## config.mk

```make
export PLATFORM = sky130hd
export DESIGN_NAME = calendar_date_counter_flat
export DESIGN_NICKNAME = d
export VERILOG_FILES = /design/src/rtl/calendar_date_counter_if.sv /design/src/rtl/calendar_date_counter.sv /design/src/flat_wrapper.sv
export SDC_FILE = /design/constraint.sdc
export NUM_CORES = 1
export LEC_CHECK = 0
export ABC_AREA = 1
export BUFFER_PORTS_ARGS = -buffer_cell sky130_fd_sc_hd__buf_2
export CAP_MARGIN = 0
export CORE_MARGIN = 5
export CORE_UTILIZATION = 57
export CTS_CLUSTER_DIAMETER = 60
export DETAILED_ROUTE_END_ITERATION = 10
export GPL_TIMING_DRIVEN = 0
export PLACE_DENSITY_LB_ADDON = 0.2
export SETUP_SLACK_MARGIN = 0.1
export SYNTH_ARGS = -nofsm -noshare
export SYNTH_HDL_FRONTEND = slang
export SYNTH_SLANG_ARGS = --single-unit
```

## constraint.sdc

```tcl
create_clock -name clk_1Hz -period 7.2 [get_ports clk_1Hz]
set_input_delay 1.08 -clock clk_1Hz [delete_from_list [all_inputs] [get_ports clk_1Hz]]
set_output_delay 1.08 -clock clk_1Hz [all_outputs]
set_load 0.005 [all_outputs]
```

## src/rtl/calendar_date_counter_if.sv

```systemverilog
// Calendar date counter bus.
// Groups the time-of-day inputs, edit controls and date outputs of
// calendar_date_counter. The clock and reset stay plain module ports.
//   master : drives sec/min/hour/mode/btn_up/btn_down, observes the date
//   slave  : the counter itself
// Optional feature macro: DATE_WEEKDAY_EN adds the wday field.
interface calendar_date_counter_if #(
    parameter int YEAR_W = 13
);
    logic [5:0]        sec;
    logic [5:0]        min;
    logic [4:0]        hour;
    logic [2:0]        mode;
    logic              btn_up;
    logic              btn_down;
    logic [4:0]        day;
    logic [3:0]        mont;
    logic [YEAR_W-1:0] year;
    logic              leap;
    logic              century_wrap;
`ifdef DATE_WEEKDAY_EN
    logic [2:0]        wday;

    modport master (
        output sec, min, hour, mode, btn_up, btn_down,
        input  day, mont, year, leap, century_wrap, wday
    );
    modport slave (
        input  sec, min, hour, mode, btn_up, btn_down,
        output day, mont, year, leap, century_wrap, wday
    );
`else
    modport master (
        output sec, min, hour, mode, btn_up, btn_down,
        input  day, mont, year, leap, century_wrap
    );
    modport slave (
        input  sec, min, hour, mode, btn_up, btn_down,
        output day, mont, year, leap, century_wrap
    );
`endif
endinterface

```

## src/rtl/calendar_date_counter.sv

```systemverilog
// Calendar date counter.
// Advances day/month/year once per day (at 23:59:59 in run mode) and lets the
// user edit each field with active-low up/down buttons.
// Ports:
//   clk_1Hz : sole clock, rising edge
//   rst_n   : asynchronous active-low reset
//   bus     : calendar_date_counter_if.slave (time inputs, mode, buttons,
//             day/mont/year/leap/century_wrap outputs, wday when enabled)
// Optional feature macro: DATE_WEEKDAY_EN adds a weekday register (mode 110
// edits it, it advances mod 7 every day). Without it mode 110 means run.
module calendar_date_counter #(
    parameter int YEAR_W     = 13,
    parameter int YEAR_MIN   = 2000,
    parameter int YEAR_MAX   = 2099,
    parameter int RESET_YEAR = 2001,
    parameter int RESET_WDAY = 1
) (
    input logic                  clk_1Hz,
    input logic                  rst_n,
    calendar_date_counter_if.slave bus
);
    localparam logic [YEAR_W-1:0] Y_MIN   = YEAR_W'(YEAR_MIN);
    localparam logic [YEAR_W-1:0] Y_MAX   = YEAR_W'(YEAR_MAX);
    localparam logic [YEAR_W-1:0] Y_RESET = YEAR_W'(RESET_YEAR);
    localparam logic [YEAR_W-1:0] Y_ONE   = YEAR_W'(1);

    // Gregorian leap-year rule.
    function automatic logic is_leap(input logic [YEAR_W-1:0] y);
        int unsigned yi;
        yi = 32'(y);
        return ((yi % 32'd4) == 32'd0) &&
               (((yi % 32'd100) != 32'd0) || ((yi % 32'd400) == 32'd0));
    endfunction

    // Number of days in month m, given the leap flag of its year.
    function automatic logic [4:0] days_in_month(input logic [3:0] m, input logic lp);
        logic [4:0] d;
        case (m)
            4'd4, 4'd6, 4'd9, 4'd11: d = 5'd30;
            4'd2:                    d = lp ? 5'd29 : 5'd28;
            default:                 d = 5'd31;
        endcase
        return d;
    endfunction

    logic [4:0]        day_r, day_nxt_s;
    logic [3:0]        mont_r, mont_nxt_s;
    logic [YEAR_W-1:0] year_r, year_nxt_s;
    logic              cw_r, cw_nxt_s;
    logic              leap_s;
    logic [4:0]        dim_s;
    logic [4:0]        new_dim_s;
    logic              day_edit_s, mont_edit_s, year_edit_s, wday_edit_s;
    logic              run_s, eod_s, up_s, dn_s;
`ifdef DATE_WEEKDAY_EN
    logic [2:0]        wday_r, wday_nxt_s;
`endif

    assign leap_s      = is_leap(year_r);
    assign dim_s       = days_in_month(mont_r, leap_s);
    assign day_edit_s  = (bus.mode == 3'b011);
    assign mont_edit_s = (bus.mode == 3'b100);
    assign year_edit_s = (bus.mode == 3'b101);
`ifdef DATE_WEEKDAY_EN
    assign wday_edit_s = (bus.mode == 3'b110);
`else
    assign wday_edit_s = 1'b0;
`endif
    assign run_s = ~(day_edit_s | mont_edit_s | year_edit_s | wday_edit_s);
    // Exact compare: out-of-range time values can never look like end of day.
    assign eod_s = run_s && (bus.sec == 6'd59) && (bus.min == 6'd59) && (bus.hour == 5'd23);
    // Buttons are active low; up wins when both are pressed.
    assign up_s = ~bus.btn_up;
    assign dn_s = bus.btn_up & ~bus.btn_down;

    // Next-state computation for natural advance and field edits.
    always_comb begin
        day_nxt_s  = day_r;
        mont_nxt_s = mont_r;
        year_nxt_s = year_r;
        cw_nxt_s   = 1'b0;
        new_dim_s  = dim_s;
`ifdef DATE_WEEKDAY_EN
        wday_nxt_s = wday_r;
`endif
        if (eod_s) begin
            if (day_r < dim_s) begin
                day_nxt_s = day_r + 5'd1;
            end else begin
                day_nxt_s = 5'd1;
                if (mont_r < 4'd12) begin
                    mont_nxt_s = mont_r + 4'd1;
                end else begin
                    mont_nxt_s = 4'd1;
                    if (year_r < Y_MAX) begin
                        year_nxt_s = year_r + Y_ONE;
                    end else begin
                        year_nxt_s = Y_MIN;
                        cw_nxt_s   = 1'b1;
                    end
                end
            end
`ifdef DATE_WEEKDAY_EN
            wday_nxt_s = (wday_r >= 3'd6) ? 3'd0 : wday_r + 3'd1;
`endif
        end else if (day_edit_s && (up_s || dn_s)) begin
            if (up_s) begin
                day_nxt_s = (day_r >= dim_s) ? 5'd1 : day_r + 5'd1;
            end else begin
                day_nxt_s = (day_r <= 5'd1) ? dim_s : day_r - 5'd1;
            end
        end else if (mont_edit_s && (up_s || dn_s)) begin
            if (up_s) begin
                mont_nxt_s = (mont_r >= 4'd12) ? 4'd1 : mont_r + 4'd1;
            end else begin
                mont_nxt_s = (mont_r <= 4'd1) ? 4'd12 : mont_r - 4'd1;
            end
            // Keep the day legal for the month just selected.
            new_dim_s = days_in_month(mont_nxt_s, leap_s);
            day_nxt_s = (day_r > new_dim_s) ? new_dim_s : day_r;
        end else if (year_edit_s && (up_s || dn_s)) begin
            if (up_s) begin
                year_nxt_s = (year_r >= Y_MAX) ? Y_MIN : year_r + Y_ONE;
            end else begin
                year_nxt_s = (year_r <= Y_MIN) ? Y_MAX : year_r - Y_ONE;
            end
            // Only 29 Feb can become illegal when the year changes.
            new_dim_s = days_in_month(mont_r, is_leap(year_nxt_s));
            day_nxt_s = (day_r > new_dim_s) ? new_dim_s : day_r;
`ifdef DATE_WEEKDAY_EN
        end else if (wday_edit_s && (up_s || dn_s)) begin
            if (up_s) begin
                wday_nxt_s = (wday_r >= 3'd6) ? 3'd0 : wday_r + 3'd1;
            end else begin
                wday_nxt_s = (wday_r == 3'd0) ? 3'd6 : wday_r - 3'd1;
            end
`endif
        end else begin
            day_nxt_s = day_r;
        end
    end

    // Date registers with asynchronous reset.
    always_ff @(posedge clk_1Hz or negedge rst_n) begin
        if (!rst_n) begin
            day_r  <= 5'd1;
            mont_r <= 4'd1;
            year_r <= Y_RESET;
            cw_r   <= 1'b0;
`ifdef DATE_WEEKDAY_EN
            wday_r <= 3'(RESET_WDAY);
`endif
        end else begin
            day_r  <= day_nxt_s;
            mont_r <= mont_nxt_s;
            year_r <= year_nxt_s;
            cw_r   <= cw_nxt_s;
`ifdef DATE_WEEKDAY_EN
            wday_r <= wday_nxt_s;
`endif
        end
    end

    assign bus.day          = day_r;
    assign bus.mont         = mont_r;
    assign bus.year         = year_r;
    assign bus.leap         = leap_s;
    assign bus.century_wrap = cw_r;
`ifdef DATE_WEEKDAY_EN
    assign bus.wday         = wday_r;
`endif
endmodule

```

## src/flat_wrapper.sv

```systemverilog
// flat-port wrapper written by rule: the top's interface ports become plain ports
module calendar_date_counter_flat 
#(
    parameter int YEAR_W     = 13,
    parameter int YEAR_MIN   = 2000,
    parameter int YEAR_MAX   = 2099,
    parameter int RESET_YEAR = 2001,
    parameter int RESET_WDAY = 1
)
  (clk_1Hz, rst_n, bus_sec, bus_min, bus_hour, bus_mode, bus_btn_up, bus_btn_down, bus_day, bus_mont, bus_year, bus_leap, bus_century_wrap);
  calendar_date_counter_if #(.YEAR_W(YEAR_W)) bus_i ();
  input logic clk_1Hz;
  input logic rst_n;
  input wire logic [$bits(bus_i.sec)-1:0] bus_sec;
  input wire logic [$bits(bus_i.min)-1:0] bus_min;
  input wire logic [$bits(bus_i.hour)-1:0] bus_hour;
  input wire logic [$bits(bus_i.mode)-1:0] bus_mode;
  input wire logic [$bits(bus_i.btn_up)-1:0] bus_btn_up;
  input wire logic [$bits(bus_i.btn_down)-1:0] bus_btn_down;
  output wire logic [$bits(bus_i.day)-1:0] bus_day;
  output wire logic [$bits(bus_i.mont)-1:0] bus_mont;
  output wire logic [$bits(bus_i.year)-1:0] bus_year;
  output wire logic [$bits(bus_i.leap)-1:0] bus_leap;
  output wire logic [$bits(bus_i.century_wrap)-1:0] bus_century_wrap;
  assign bus_i.sec = bus_sec;
  assign bus_i.min = bus_min;
  assign bus_i.hour = bus_hour;
  assign bus_i.mode = bus_mode;
  assign bus_i.btn_up = bus_btn_up;
  assign bus_i.btn_down = bus_btn_down;
  assign bus_day = bus_i.day;
  assign bus_mont = bus_i.mont;
  assign bus_year = bus_i.year;
  assign bus_leap = bus_i.leap;
  assign bus_century_wrap = bus_i.century_wrap;
  calendar_date_counter #(.YEAR_W(YEAR_W), .YEAR_MIN(YEAR_MIN), .YEAR_MAX(YEAR_MAX), .RESET_YEAR(RESET_YEAR), .RESET_WDAY(RESET_WDAY)) u_core (.clk_1Hz(clk_1Hz), .rst_n(rst_n), .bus(bus_i));
endmodule
```

==> impl_metrics.tcl <==
set metrics [dict create \
    drive_gt1_frac 0.385 \
    synthTopCellsByArea "nand2_1, inv_1, nand3_1" \
    final_hold_viol_count 0 \
    required_ns 7.36 \
    pin_count 48 \
    die_h_um 111 \
    reg2regPathDepth 61 \
    layout_common_cells "nand2_1, inv_1, buf_4" \
    finalSetupViolCount 5 \
    cp_slowest_cell "nor3_1" \
    grt_pass1_wl_mm 30.3 \
    synthCells 978 \
    clockBufferDepth 2 \
    avgViaCountPerCell 5.96 \
    nNetsFinal 1171 \
    synthesis.nets 1021 \
    async_flop_share 1.00 \
    max_freq_mhz 132 \
    syn_area_um2 5800 \
    insertedDiodeCount 0 \
    drv_slew 0 \
    clkLatencyLatePin_ns 0.29 \
    ys_ff_latch 23 \
    min_path_type "flop to flop" \
    fp-row-count 36 \
    cts_root_buf "clkbuf_8" \
    finalCriticalPeriod_ns 7.60 \
    layout_commonest_cell "nand2_1" \
    maxCapViolCount 0 \
    pre_cts_slack_ns -1.20 \
    fp.coreArea_um2 9860 \
    ff2ff_setup_slack_ns -0.39 \
    gp_congestion 0.983 \
    synth_top_area_share 0.169 \
    first_global_vias 6884 \
    start_util 0.588 \
    clk_pin_slew_ns 0.09 \
    crit_type "input pin to flop" \
    grt_max_degree 24 \
    arrival_ns 7.76 \
    die_area_um2 12300 \
    fp.dieW_um 111 \
    violations "setup timing" \
    period_share 1.06 \
    setup.worst_path.end_class "flop" \
    setup_tns_ns -1.82 \
    syn-mean-instance-area_um2 5.93 \
    routed_wirelength_mm 20.6 \
    cts_sinks 23 \
    cts_buffers 3 \
    synth.distinct_cells 55 \
    tightestPinTransition_ns 1.15 \
    cpPeakStageDelay_ns 0.29 \
    port_buffers 47 \
    final_util 0.789 \
    cts_tree "yes" \
    yosys.area.top_type "nand2_1" \
    syn2layout_area_growth_pct 34.3 \
    fin_cells 1260 \
    drtIter0Drc 964 \
    num_vias 7514 \
    wl_per_cell_um 16.4 \
    dp_cells 1158 \
    setup_ws_ns -0.398 \
    worstReg2RegStart "u_core.bus.year[1]$_DFFE_PN0P_" \
    yosys_warnings 0 \
    status "finished with violations" \
    holdPathStages 2 \
    drc 0 \
    first_pass_iters 7 \
    yosysSeqAreaShare 0.101 \
    crit_top_cell "buf_4" \
    htreeDepth 1 \
    hp-start "u_core.bus.mont[0]$_DFFE_PN1P_" \
    holdPathEnd "u_core.bus.mont[0]$_DFFE_PN1P_" \
    synth_edf_count 0 \
    overflow 0 \
    ctsHoldBuffers 0 \
    slew_headroom 0.225 \
    rsz0062_at_grt "true" \
    dp_hpwl_mm 12.8 \
    antenna_found_initial 0 \
    synth_ff_type "dfrtp_1" \
    track_usage 0.285 \
    clock_skew_ns 0.00907 \
    r2r_end "u_core.bus.day[1]$_DFFE_PN0P_" \
    ant_nets 0 \
    cp_max_fo 7 \
    critPathLaunchType "input pin" \
]
## cells by family (layout without fill, tap and decap cells)
family          after synthesis  in the layout  synth area share
simple gates                605            607             0.543
flops                        23             23             0.101
xor+xnor                     30             30            0.0453
compound gates              141            141             0.146
buf+inv                     160            307             0.123
fa+ha+maj                    19             19            0.0410
## cells in the mapped netlist (8+ instances only)
library cell and number:
nand3_2 19, nand2_2 43, nor2_2 20, nand2_4 11, nand4_1 39, o21ai_0 51
buf_6 10, xor2_1 26, inv_1 118, dfrtp_1 14, o21ai_1 8, a21oi_1 40
nand2_1 261, nand3_1 88, inv_2 18, nor2_4 17, ha_1 19, nor2_1 77
nor3_1 8, dfstp_2 9
## per-stage QoR
step	hold slack, ns	cell area, µm²
floorplan	0.510	5800
global placement	0.532	6200
detailed placement	0.545	6200
CTS	0.557	7190
global route	0.597	7780
finish	0.555	7780
## state kept, by name, indices dropped and copies added, names as in the netlist
signal	flops
u_core.bus.year	13
u_core.bus.day	5
u_core.bus.mont	4
u_core.bus.century_wrap	1
## worst max path at each step
stage / end / depth (start not counted) / start / slack, ns
finish: u_core.bus.day[1]$_DFFE_PN0P_ / 59 / bus_btn_up / -0.40
global route: u_core.bus.day[1]$_DFFE_PN0P_ / 63 / u_core.bus.year[1]$_DFFE_PN0P_ / -0.85
global placement: u_core.bus.day[0]$_DFFE_PN1P_ / 58 / bus_btn_up / -1.11
floorplan: u_core.bus.day[0]$_DFFE_PN1P_ / 57 / bus_btn_up / 0.16
CTS: u_core.bus.day[3]$_DFFE_PN0P_ / 59 / u_core.bus.year[1]$_DFFE_PN0P_ / -0.08
detailed placement: u_core.bus.day[0]$_DFFE_PN1P_ / 56 / bus_btn_up / -1.20
## cell type report
class	instances	area [µm²]
buffer	18	194
clock buffer	3	41.3
clock inverter	1	7.51
fill	677	2080
inverter	141	559
multi-input combinational	797	5200
sequential	23	588
tap	133	166
timing repair buffer	144	1020
## per-layer routing
metal,vias to the layer above,track usage,share of wire
met5,-,0,0
met4,0,0.117,0.056
met3,160,0.0377,0.089
met2,446,0.504,0.47
met1,3381,0.345,0.38
li1,3527,-,-
## critical path, delay by kind of cell
family,cells,cell delay (ns)
AO/OA/AOI/OAI,3,0.35
adder cells (fa/ha/maj),2,0.40
buffers and inverters,19,2.27
AND/OR/NAND/NOR,35,3.63
## repair_timing
action / CTS / global route
pin swaps: 51 / 68
gates cloned: 1 / 2
endpoints found under the setup margin: 13 / 24
resized for setup: 97 / 100
buffers inserted: 69 / 28
Power is left out: the tool's default activity adds up to more than one toggle a clock period on the data nets, which glitch-free logic cannot reach.
